**src/rtl/stream_mux_rr.sv**
```systemverilog
`default_nettype none
// ============================================================================
// Module  : stream_mux_rr
// Brief   : N:1 registered valid/ready stream mux with round-robin arbitration.
//           Optional forced-channel select when MUX_FORCE_SEL_EN is defined.
// Revision: 1.0 - initial release
// ============================================================================
module stream_mux_rr #(
    parameter int WIDTH    = 32,
    parameter int CHANNELS = 4,
    localparam int SEL_W   = (CHANNELS > 1) ? $clog2(CHANNELS) : 1
) (
    input  logic                      clk,
    input  logic                      rst_n,
    input  logic [CHANNELS*WIDTH-1:0] in_data,
    input  logic [CHANNELS-1:0]       in_valid,
    output logic [CHANNELS-1:0]       in_ready,
    output logic [WIDTH-1:0]          out_data,
    output logic                      out_valid,
    input  logic                      out_ready,
`ifdef MUX_FORCE_SEL_EN
    input  logic                      force_en,
    input  logic [SEL_W-1:0]          force_sel,
`endif
    output logic [SEL_W-1:0]          out_sel
);

    localparam logic [SEL_W-1:0] C_LAST = SEL_W'(CHANNELS - 1);
    localparam logic [SEL_W:0]   C_NCH  = (SEL_W + 1)'(CHANNELS);

    logic [WIDTH-1:0] r_data;
    logic             r_valid;
    logic [SEL_W-1:0] r_sel;
    logic [SEL_W-1:0] r_ptr;

    logic             w_free;
    logic             w_found;
    logic             w_forced;
    logic [SEL_W-1:0] w_grant;
    logic [SEL_W-1:0] w_next_ptr;
    logic [WIDTH-1:0] w_gdata;

    assign w_free = !r_valid || out_ready;

    // Scan from ptr upward with wrap; the first valid channel wins.
    always_comb begin
        logic [SEL_W:0] idx;
        w_found  = 1'b0;
        w_forced = 1'b0;
        w_grant  = '0;
        idx      = '0;
`ifdef MUX_FORCE_SEL_EN
        if (force_en) begin
            w_forced = 1'b1;
            if ({1'b0, force_sel} < C_NCH) begin
                w_found = in_valid[force_sel];
                w_grant = force_sel;
            end
        end else
`endif
        begin
            for (int k = 0; k < CHANNELS; k++) begin
                idx = {1'b0, r_ptr} + (SEL_W + 1)'(k);
                if (idx >= C_NCH) begin
                    idx = idx - C_NCH;
                end
                if (!w_found && in_valid[idx[SEL_W-1:0]]) begin
                    w_found = 1'b1;
                    w_grant = idx[SEL_W-1:0];
                end
            end
        end
    end

    always_comb begin
        w_gdata = '0;
        for (int i = 0; i < CHANNELS; i++) begin
            if (w_grant == SEL_W'(i)) begin
                w_gdata = in_data[i*WIDTH +: WIDTH];
            end
        end
    end

    always_comb begin
        in_ready = '0;
        for (int i = 0; i < CHANNELS; i++) begin
            in_ready[i] = rst_n && w_free && w_found && (w_grant == SEL_W'(i));
        end
    end

    assign w_next_ptr = (w_grant == C_LAST) ? '0 : w_grant + SEL_W'(1);

    always_ff @(posedge clk) begin
        if (!rst_n) begin
            r_valid <= 1'b0;
            r_data  <= '0;
            r_sel   <= '0;
            r_ptr   <= '0;
        end else if (w_free) begin
            if (w_found) begin
                r_valid <= 1'b1;
                r_data  <= w_gdata;
                r_sel   <= w_grant;
                // A forced grant leaves the round-robin position untouched.
                if (!w_forced) begin
                    r_ptr <= w_next_ptr;
                end
            end else begin
                r_valid <= 1'b0;
            end
        end
    end

    assign out_data  = r_data;
    assign out_valid = r_valid;
    assign out_sel   = r_sel;

endmodule
`default_nettype wire

```
**config.mk**
```make
export PLATFORM = sky130hd
export DESIGN_NAME = stream_mux_rr
export DESIGN_NICKNAME = d
export VERILOG_FILES = /design/src/rtl/stream_mux_rr.sv
export SDC_FILE = /design/constraint.sdc
export NUM_CORES = 1
export LEC_CHECK = 0
export CAP_MARGIN = 0
export CORE_ASPECT_RATIO = 1.5
export CORE_MARGIN = 2
export CORE_UTILIZATION = 31
export DETAILED_ROUTE_END_ITERATION = 7
export HOLD_SLACK_MARGIN = 0.02
export PLACE_DENSITY_LB_ADDON = 0.05
export SYNTH_ARGS = -nofsm -noshare
export SYNTH_HDL_FRONTEND = slang
export SYNTH_SLANG_ARGS = --single-unit
```
**constraint.sdc**
```tcl
create_clock -name clk -period 2.7 [get_ports clk]
set_input_delay 0.54 -clock clk [delete_from_list [all_inputs] [get_ports clk]]
set_output_delay 0.54 -clock clk [all_outputs]
set_load 0.1 [all_outputs]
```
# Yosys cells after proc, flatten, opt, wreduce, memory -nomap -nowiden
# Index checks and enable logic that the tools add are counted.
[classes]
n_addsub = 8
n_lt_le_gt_ge = 8
n_eq_ne = 3
muxes = 26
n_reduce_logical = 16
[op_table]
columns = ["operator", "n"]
rows = [
  ["$mux 32", 4],
  ["$mux 2", 9],
  ["$lt 2x3->1 const B", 4],
  ["$ge 3x3->1 const B", 3],
  ["$logic_and 1x1->1", 9],
  ["$mux 1", 9],
  ["$bmux 1 s2", 4],
  ["$sub 2x1->2 const B", 4],
  ["$add 2x2->3 const B", 2],
  ["$eq 2x2->1 const B", 2],
  ["$logic_not 1->1", 4],
  ["$add 2x1->3 const B", 1],
  ["$ge 2x3->1 const B", 1],
  ["$add 2x1->2 const B", 1],
  ["$eq 2x1->1 const B", 1],
  ["$logic_not 2->1", 1],
  ["$reduce_and 2->1", 1],
  ["$logic_or 1x1->1", 1],
]
[word_totals]
register_bits = 37
in_bits = 135
output_inout_bits = 39
word_cells = 65

# Logic depth before layout (Yosys ltp)
# Gate-level depths: netlist (run 1).
[depth]
depth_word = 19
ltp_mapped = 11
mapped_depth_nobuf = 9

# Worst setup path before layout (run 1)
# No wires, ideal clock.
[synth_path]
kind = "input port to output port"
from = "input port in_valid[2]"
to = "output port in_ready[3]"
t_arrival_ns = 2.536
required_ns = 2.160
path_slack_ns = -0.376
cell_stages = 8
n_path_buf = 2
path_cell_list = "inv_1 > o22ai_1 > o21a_1 > nor3_1 > ha_1 > buf_2 > clkbuf_1 > and3_1"
[synth_between]
elab_chain_len = 14
elab_cells_between_ends = 25
cone_classes = "eq/ne: 1; mux: 16; reduce/logical: 8"
[synth_lines]
columns = ["element", "line", "text"]
rows = [
  ["from (decl)", "16", "input logic [CHANNELS-1:0] in_valid,"],
  ["$bmux 1 s2", "67", "if (!w_found && in_valid[idx[SEL_W-1:0]]) begin"],
  ["$mux 1 (implied by the code)", "67", ""],
  ["$mux 1", "67", ""],
  ["$logic_not 1->1", "67", ""],
  ["$logic_and 1x1->1", "67", ""],
  ["$mux 1", "67", ""],
  ["$logic_not 1->1", "67", ""],
  ["$logic_and 1x1->1", "67", ""],
  ["$mux 1", "67", ""],
  ["$logic_not 1->1", "67", ""],
  ["$logic_and 1x1->1", "67", ""],
  ["$mux 2 *", "67", ""],
  ["via w_grant[0]", "39", "logic [SEL_W-1:0] w_grant;"],
  ["$eq 2x2->1 *", "87", "in_ready[i] = rst_n && w_free && w_found && (w_grant == SEL_W'(i));"],
  ["$logic_and 1x1->1 *", "87", ""],
  ["to (decl)", "17", "output logic [CHANNELS-1:0] in_ready,"],
]
# Mark *: on every way through the listed nets, which the timed path passes. The rest lies on a longest branch. The select of a mux whose other input is x is not followed.

# Worst setup path after layout (run 1)
[layout_path]
from = "input port in_valid[1]"
to = "output port in_ready[0]"
[layout_between]
elab_chain_len = 14
elab_cells_between_ends = 25
cone_classes = "mux: 16; reduce/logical: 9"
[layout_lines]
columns = ["element", "line"]
rows = [
  ["$bmux 1 s2", "67"],
  ["$mux 1 (implied by the code)", "67"],
  ["$mux 1", "67"],
  ["$logic_not 1->1", "67"],
  ["$logic_and 1x1->1", "67"],
  ["$mux 1", "67"],
  ["$logic_not 1->1", "67"],
  ["$logic_and 1x1->1", "67"],
  ["$mux 1", "67"],
  ["$logic_not 1->1", "67"],
  ["$logic_and 1x1->1", "67"],
  ["$mux 2 / $mux 1 (equally long branches)", "67"],
  ["$logic_not 2->1 / $logic_and 1x1->1 (equally long branches)", "87"],
  ["$logic_and 1x1->1 *", "87"],
]
# Every way passes the cells marked *; elsewhere a longest branch is shown, timed or not. The select of a mux whose other input is x is not followed.

==> results of run 1 <==
==> repair_timing <==
item / in CTS / in global routing
endpoints found under the setup margin: 35 / 31
cloned: 1 / 0
resized for setup: 14 / 6
endpoints found under the hold margin: 0 / 0
setup buffers: 3 / 2
==> layout make-up <==
type | count | area share
sequential | 37 | 0.167
clock buffer | 7 | 0.0321
timing repair buffer | 201 | 0.432
inverter | 36 | 0.0304
multi-input combinational | 198 | 0.310
tap | 102 | 0.0287
==> kinds of logic after synthesis <==
group                      share of synthesized area
adders and majority gates                     0.0207
and+or+nand+nor                                0.102
DFF                                            0.306
AOI/OAI and AO/OA                              0.417
buffers and inverters                          0.150
muxes                                        0.00414
==> placed cells by master, fill, tap and decap left out, drive strengths merged <==
master / netlist / final
a211o: 31 / 31
a21boi: 1 / 1
a21o: 1 / 1
a21oi: 5 / 5
a221oi: 31 / 31
a22oi: 1 / 1
a31oi: 31 / 31
and2: 1 / 1
and3: 4 / 4
buf: 16 / 67
clkbuf: 17 / 10
clkdlybuf4s15: 0 / 1
clkdlybuf4s50: 0 / 130
dfxtp: 37 / 37
ha: 4 / 4
inv: 36 / 36
mux2i: 1 / 1
nand2: 37 / 37
nand2b: 1 / 1
nand3: 1 / 1
nor2: 1 / 1
nor2b: 3 / 4
nor3: 1 / 1
nor4: 1 / 1
o21a: 1 / 1
o21ai: 33 / 33
o221a: 1 / 1
o221ai: 1 / 1
o22ai: 4 / 4
or3: 1 / 1
==> per-layer routing <==
metal,part of all wire,wire length [um],GRT usage
met5,0,0,0
met2,0.55,4960,0.402
met3,0.050,448,0.0426
met1,0.39,3460,0.228
met4,0.011,95,0.0509
==> critical path: cells and delay by family <==
kind / cells / cell delay, ns
adder cells (fa/ha/maj): 1 / 0.20
buffers and inverters: 3 / 0.54
AND/OR/NAND/NOR: 4 / 0.81
==> state kept, by name, summed over array words and instances (netlist names) <==
register / cells
out_data: 32
out_sel: 2
out_valid: 1
r_ptr: 2
==> path summary, 6_finish.rpt <==
path | depth (start not counted) | slack [ns] | from | endpoint
worst max-delay path | 8 | 0.08 | in_valid[1] | in_ready[0]
worst min-delay path | 2 | 0.48 | out_sel[1] | out_sel[1]
worst max register to register | 9 | 0.28 | r_ptr[1] | out_data[7]
worst min register to register | 2 | 0.48 | out_sel[1] | out_sel[1]
==> power breakdown <==
part           total, uW  internal [uW]  switching (uW)
clock network        585            363             222
logic               2080            772            1310
registers            711            652            58.6
total               3370           1790            1590
==> through the flow <==
step | util | power [uW]
6_report | 0.583 | 3370
3_5_place_dp | 0.554 | 2720
4_1_cts | 0.581 | 3370
2_1_floorplan | - | 2170
5_1_grt | 0.583 | 3550
3_3_place_gp | 0.554 | 2700
==> qor.csv, run 1 <==
metric,value,unit
worst_setup_path_end_kind,primary output,
antenna_cells,0,
rows,39,
grt_pass1_vias,2914,
place_hpwl,6460,um
layout-drive-gt1-share,0.196,
htreeDepth,2,
synth.avg_cell_area,7.99,sq um
core_area,7610,sq um
slowest_stage,or3_4,
port_buffers,173,
period_needed,2.62,ns
top_level_ports,174,
cts.sinks,37,
setup-tns-final,0,ns
ir_worst_vdd,386,uV
die_y,112,um
hold_buffers,0,
critPathLaunchType,primary input,
clk_latency,0.28,ns
path_class,in2out,
start_util,0.318,
min_period_over_period,0.972,
grt_max_degree,44,
clockRootBuffer,clkbuf_16,
worst_slew_pin_slew,0.497,ns
synthTopCellsByCount,"dfxtp_1, nand2_1, inv_1",
place_congestion,0.766,
ys_seq_elements,37,
synth_flop_cell,dfxtp_1,
n_fill_cell,736,
maxCapViolations,0,
finalInstanceArea,4440,sq um
fin_ws,0.0764,ns
powerDensity,760,nW/um^2
setup_viol,0,
critPathRequiredTime,2.16,ns
clkTransAtPathRegs,0.05,ns
outcome,completed,
vias,2988,
track_usage,0.207,
cp_max_fo,5,
ys_warn_count,0,
nets,618,
synth_enable_flop_cells,0,
drt-wirelength-per-cell,15.4,um
synth.largest_area_cell,dfxtp_1,
cts_buffers,5,
dp_cells,568,
synthTopCellsByArea,"dfxtp_1, a211o_1, a221oi_1",
synth_cells,303,
cp.arrival,2.08,ns
grt_setup_unrepaired,no,
ant_nets,0,
crit_chain,"clkdlybuf4s15_2, nor2_1, and2_1, or3_4, ha_2, buf_4, and3_4, buf_12",
gr-total-overflow,0,
seq_area_frac_synth,0.306,
hold_class,reg2reg,
pre_cts_slack,-0.592,ns
place_area,4220,sq um
ys_async_sr_fraction,0,
yosysUniqueCellTypes,35,
drc,0,
area_growth,83.5,%
cts_tree,done,
synth_nets,442,
drt_wl_total,8970,um
dieArea,8540,sq um
dr.pass1.iters,4,
hold_viol_final,0,
slew_viol_final,0,
die_w,76.1,um
grt_first_pass_wirelength,14200,um
cts_buffer_depth,2,
vias_per_cell,5.14,
synthesis.area,2420,sq um
final_cells,581,
multi_input_area,1380,sq um
yosysTopAreaCellShare,0.306,
max_slew_margin,0.668,
regArea,741,sq um
antenna_found_initial,0,
max_clock_freq,381,MHz
fin_skew,0.00355,ns
drt-initial-drc-count,128,
hold_ws,0.482,ns
p_leak,0.00189,uW
critPathMaxStageDelay,0.40,ns
Note: power is estimated with default switching activity, not from simulation.
==> run 2: changes to the inputs <==
--- a/config.mk
+++ b/config.mk
@@ -6,7 +6,7 @@
 export NUM_CORES = 1
 export LEC_CHECK = 0
 export CAP_MARGIN = 0
-export CORE_ASPECT_RATIO = 1.5
+export CORE_ASPECT_RATIO = 1.25
 export CORE_MARGIN = 2
 export CORE_UTILIZATION = 31
 export DETAILED_ROUTE_END_ITERATION = 7
==> qor.csv, run 2 (synthesis results as in run 1) <==
metric,value,unit
top_level_ports,174,
hold_buffers,0,
hold_ws,0.476,ns
clockRootBuffer,clkbuf_8,
cts_tree,done,
path_class,reg2out,
max_slew_margin,0.687,
port_buffers,173,
period_needed,2.59,ns
final_cell_mix,"clkdlybuf4s50_1, buf_4, nand2_1",
ir_worst_vdd,309,uV
grt_pass1_vias,2880,
layout-drive-gt1-share,0.212,
vias,2985,
p_leak,0.00188,uW
place_congestion,0.784,
cts_buffers,5,
powerDensity,721,nW/um^2
final_common_cell,clkdlybuf4s50_1,
slowest_stage,dfxtp_2,
drc,0,
hold_class,reg2reg,
rows,36,
cp_top_family,simple AND/OR/NAND/NOR gates,
core_area,7700,sq um
htreeDepth,2,
fin_skew,0.00466,ns
ant_nets,0,
clkTransAtPathRegs,0.08,ns
cp.arrival,2.05,ns
min_period_over_period,0.959,
start_util,0.314,
nets,621,
grt_first_pass_wirelength,14300,um
grt_setup_unrepaired,no,
vias_per_cell,5.18,
max_clock_freq,386,MHz
clk_latency,0.29,ns
largest_register_ffs,32,
gr-total-overflow,0,
setup_viol,0,
dieArea,8530,sq um
place_hpwl,6580,um
antenna_found_initial,0,
die_y,103,um
hold_viol_final,0,
dr.pass1.iters,4,
cts.sinks,37,
slew_viol_final,0,
critPathMaxStageDelay,0.41,ns
outcome,completed,
crit_chain,"o22ai_2, o21a_1, or3_4, ha_2, buf_4, and3_4, buf_12",
drt-wirelength-per-cell,15.9,um
grt_max_degree,40,
area_growth,81.4,%
critPathLaunchType,flop,
cts_buffer_depth,2,
setup-tns-final,0,ns
drt_wl_total,9150,um
maxCapViolations,0,
antenna_cells,0,
drt-initial-drc-count,111,
die_w,83.0,um
track_usage,0.208,
critPathRequiredTime,2.16,ns
worst_setup_path_end_kind,primary output,
cp_max_fo,7,
worst_slew_pin_slew,0.469,ns
worst-path-buf-inv,2,
==> run 2: area by class of cell <==
cell class	instances	area, sq um
Sequential cell	37	742
Clock inverter	1	5.00
Multi-Input combinational cell	198	1400
Inverter	36	135
Tap cell	95	119
Clock buffer	5	68.8
Fill cell	749	3310
Timing Repair Buffer	204	1930
==> run 2: worst paths after layout <==
kind / startpoint / end / slack [ns] / cells after the start
setup / recovery: r_ptr[0] / in_ready[0] / 0.11 / 7
hold / removal: out_sel[1] / out_sel[1] / 0.48 / 2
setup reg to reg: r_ptr[0] / out_data[12] / 0.35 / 10
hold reg to reg: out_sel[1] / out_sel[1] / 0.48 / 2
==> run 2: what timing repair did <==
item,CTS,global route
pin swaps,1,2
setup buffers,3,2
resized for setup,12,16
setup endpoints to repair,35,17
gates cloned,1,0
==> run 2: metrics by stage <==
step | util | total power (uW) | setup slack, ns | cells | cell area, sq um
6_report | 0.570 | 3170 | 0.110 | 576 | 4390
5_1_grt | 0.570 | 3340 | 0.00766 | 576 | 4390
4_1_cts | 0.564 | 3150 | -0.00381 | 574 | 4350
3_5_place_dp | 0.548 | 2710 | -0.617 | 564 | 4220
3_3_place_gp | 0.548 | 2690 | -0.536 | 564 | 4220
2_1_floorplan | - | 2170 | -0.0995 | 303 | 2430
==> run 2: worst register-to-register path, delay by kind of cell (launching register included) <==
family	cells	cell delay [ns]
compound gates	5	0.80
fa+ha+maj	1	0.20
simple gates	2	0.53
flops	1	0.41
buf+inv	2	0.28
==> run 2: per-layer routing <==
layer,track usage,share of wire,vias up
li1,-,-,1486
met1,0.232,0.39,1375
met2,0.401,0.53,115
met3,0.0440,0.063,9
met4,0.0593,0.015,0
met5,0,0,-
==> run 2: power by group <==
group          internal (uW)  leakage, uW  total (uW)  switching, uW
Combinational            768      0.00153        2080           1310
Clock                    170    0.0000399         379            208
Sequential               651     0.000308         712           60.6
==> run 3: changes to the inputs <==
--- a/config.mk
+++ b/config.mk
@@ -6,7 +6,6 @@
 export NUM_CORES = 1
 export LEC_CHECK = 0
 export CAP_MARGIN = 0
-export CORE_ASPECT_RATIO = 1.25
 export CORE_MARGIN = 2
 export CORE_UTILIZATION = 31
 export DETAILED_ROUTE_END_ITERATION = 7
==> qor.csv, run 3 (synthesis results as in run 1) <==
metric,value,unit
hold_viol_final,0,
cts_tree,done,
vias_per_cell,5.11,
regArea,742,sq um
p_leak,0.00184,uW
final_common_cell,clkdlybuf4s50_1,
hp-start,out_sel[1],
ant_nets,0,
grt_setup_unrepaired,no,
top_level_ports,174,
n_fill_cell,738,
cts.sinks,37,
holdPathStages,2,
gr-total-overflow,0,
hold_end,out_sel[1],
worst_setup_path_end_kind,primary output,
outcome,completed,
rrSetupSlack,0.36,ns
layout-drive-gt1-share,0.191,
die_y,92.4,um
clk_latency,0.29,ns
cp.arrival,2.05,ns
dieArea,8530,sq um
reg2reg_from,r_ptr[1],
antenna_cells,0,
dr.pass1.iters,5,
clockRootBuffer,clkbuf_8,
antenna_found_initial,0,
period_needed,2.59,ns
grt_pass1_vias,2723,
clkTransAtPathRegs,0.08,ns
drt-initial-drc-count,126,
path_class,in2out,
critPathRequiredTime,2.16,ns
setup_viol,0,
grt_first_pass_wirelength,13700,um
vias,2954,
cts_buffers,5,
drc,0,
htreeDepth,2,
finalInstanceArea,4360,sq um
largest_register_ffs,32,
start_util,0.316,
area_growth,80.2,%
worstSetupStartpoint,in_valid[0],
multi_input_area,1380,sq um
core_area,7650,sq um
place_area,4200,sq um
critPathLaunchType,primary input,
total_power,3160,uW
dp_cells,564,
worst_slew_pin_slew,0.471,ns
powerDensity,724,nW/um^2
cp_max_fo,4,
final_util,0.570,
grt_max_degree,65,
die_w,92.4,um
final_cells,578,
hold_class,reg2reg,
place_congestion,0.774,
maxCapViolations,0,
slew_viol_final,0,
cts_buffer_depth,2,
hold_buffers,0,
fin_skew,0.00563,ns
final_cell_mix,"clkdlybuf4s50_1, buf_4, nand2_1",
r2r_cells,8,
min_period_over_period,0.960,
ir_worst_vdd,279,uV
drt-wirelength-per-cell,15.5,um
place_hpwl,6220,um
rows,32,
track_usage,0.200,
max_slew_margin,0.685,
max_clock_freq,386,MHz
nets,614,
r2r_end,out_data[25],
drt_wl_total,8970,um
port_buffers,173,
hold_ws,0.488,ns
run 3: power breakdown:
| part | internal, uW | total (uW) | leakage (uW) | switching [uW] |
|---|---|---|---|---|
| clock network | 184 | 386 | 0.0000395 | 202 |
| logic | 754 | 2060 | 0.00150 | 1300 |
| registers | 652 | 713 | 0.000308 | 61.2 |
| total | 1590 | 3160 | 0.00184 | 1570 |
run 3: repair_timing:
action	in CTS	in global routing
cloned	1	0
setup endpoints to repair	35	27
endpoints found under the hold margin	0	0
pin swaps	0	2
setup buffers	3	2
gates resized for setup	10	13
run 3: layout make-up:
type                            count  area share
Clock buffer                        8      0.0184
Inverter                           36      0.0310
Multi-Input combinational cell    198       0.316
Sequential cell                    37       0.170
Tap cell                          102      0.0293
Timing Repair Buffer              197       0.435
run 3: layer usage:
metal	track usage	wire (um)	up-vias
li1	-	-	1479
met1	0.250	3860	1343
met2	0.340	4290	123
met3	0.0537	709	9
met4	0.0535	117	0
met5	0	0	-
run 3: worst max path at each step:
stage | end | cells after the start
final | in_ready[2] | 9
after CTS | in_ready[2] | 8
after global placement | out_data[7] | 9
after detailed placement | out_data[7] | 9
after global routing | in_ready[1] | 7
after floorplan | in_ready[3] | 8
run 3: through the flow:
step | worst slack, ns | TNS, ns
finish | 0.108 | 0
detailed placement | -0.671 | -21.04
CTS | 0.00221 | 0
global placement | -0.614 | -19.02
floorplan | -0.0995 | -0.0995
global route | 0.0358 | 0
run 3: worst max-delay path, stage by stage:
cell	delay (ns)
clkbuf_2	0.12
inv_2	0.08
o22ai_2	0.07
o21a_1	0.22
or3_4	0.41
buf_6	0.13
ha_4	0.16
and3_4	0.15
buf_12	0.16
==> variant: new RTL, config.mk and constraints of run 1 <==
Build with the macro `MUX_FORCE_SEL_EN` defined.
--- a/src/rtl/stream_mux_rr.sv
+++ b/src/rtl/stream_mux_rr.sv
@@ -6,4 +6,6 @@
 // Revision: 1.0 - initial release
 // ============================================================================
+`define MUX_FORCE_SEL_EN
+
 module stream_mux_rr #(
     parameter int WIDTH    = 32,
Ports: changed (added force_en and force_sel); port bits go from 174 to 177. The function was not compared with the original's and may differ.
==> variant against run 1 <==
Sequential cell count stayed put. Non-clock buffer count is 5 higher. Clock power is 6.2% lower. Power is 20% lower. Critical endpoint is now in_ready[3]. Synthesized area is 6.9% higher. Routed wire length is 14% higher. Setup slack worse by 0.0026 ns. Cell area is 6.8% higher.
==> variant: results (changes against run 1) <==
[sta]
fmax_mhz = 381  ; about the same
clock_skew_ns = 0.00606  ; was 0.00355 ns
worst_slew_pin_slew_ns = 0.429  ; was 0.497 ns

[place]
gp_congestion = 0.837  ; was 0.766
port_buffers = 176  ; was 173
dpl.cell_count = 590  ; was 568
dpl.hpwl_um = 7410  ; was 6460 µm

[status]
status = complete, no violations  ; unchanged

[detailed_routing]
drtIter0Drc = 105  ; was 128
wl_met2_um = 5390  ; was 4960 µm
met3WireLength_um = 666  ; was 448 µm
routed_wl_um = 10300  ; was 8970 µm
via_per_inst = 5.40  ; was 5.14
via_count = 3230  ; was 2,988

[setup_path]
crit_end = in_ready[3]  ; was in_ready[0]
reg2reg_to = out_data[10]$_SDFFE_PN0P_  ; was out_data[7]$_SDFFE_PN0P_
startpoint = in_valid[3]  ; was in_valid[1]
cp_slowest_cell = a211o_4  ; was or3_4
r2r_cells = 10  ; was 9

[global_routing]
grt_pass1_vias = 3306  ; was 2,914
track_usage = 0.225  ; was 0.207
grt_max_degree = 36  ; was 44

[layout]
final_area_um2 = 4740  ; was 4440 µm²
fill_cells = 756  ; was 736
layout.nets = 636  ; was 618

[power_and_ir_drop]
cellLeakagePower_nw = 1.89  ; about the same
vdd_drop_max_uv = 323  ; was 386 µV

[clock_network]
cts_resized = 25  ; was 14

[synthesis]
ys_seq_area_frac = 0.286  ; was 0.306
synth_common_cells = 37 x dfxtp_1, 35 x nand2_1, 35 x nor2b_1  ; was 37 x dfxtp_1, 37 x nand2_1, 36 x inv_1

variant: kinds of logic after synthesis:
family / after synthesis / share of synthesized area
AO/OA/AOI/OAI: 80 / 0.301
AND/OR/NAND/NOR: 150 / 0.302
flip-flops: 37 / 0.286
multiplexers: 5 / 0.0213
buffers and inverters: 40 / 0.0696
adder cells (fa/ha/maj): 4 / 0.0193
variant: report_power, final:
group | leakage [nW] | switching [mW] | internal, mW | total [mW]
combinational | 1.52 | 0.931 | 0.555 | 1.49
clock | 0.0655 | 0.219 | 0.330 | 0.549
sequential | 0.308 | 0.0446 | 0.624 | 0.669
total | 1.89 | 1.19 | 1.51 | 2.70
variant: cell type report:
type,instances,area share
tap,105,0.0277
clock buffer,5,0.0264
timing repair buffer,206,0.414
clock inverter,1,0.00105
sequential,37,0.156
inverter,5,0.00396
multi-input combinational,239,0.371
variant: worst min-delay path by stage:
stage | from | endpoint | slack, ns | cells after the start
after floorplan | r_ptr[0]$_SDFFE_PN0P_ | r_ptr[0]$_SDFFE_PN0P_ | 0.52 | 2
after global placement | out_sel[1]$_SDFFE_PN0P_ | out_sel[1]$_SDFFE_PN0P_ | 0.47 | 2
after detailed placement | out_sel[1]$_SDFFE_PN0P_ | out_sel[1]$_SDFFE_PN0P_ | 0.48 | 2
after CTS | out_sel[1]$_SDFFE_PN0P_ | out_sel[1]$_SDFFE_PN0P_ | 0.49 | 2
after global routing | out_sel[1]$_SDFFE_PN0P_ | out_sel[1]$_SDFFE_PN0P_ | 0.51 | 2
final | out_sel[1]$_SDFFE_PN0P_ | out_sel[1]$_SDFFE_PN0P_ | 0.49 | 2
variant: per-layer routing:
layer / track usage / up-vias
met4: 0.0749 / 0
met5: 0 / -
met2: 0.419 / 102
li1: - / 1566
met1: 0.250 / 1546
met3: 0.0483 / 16
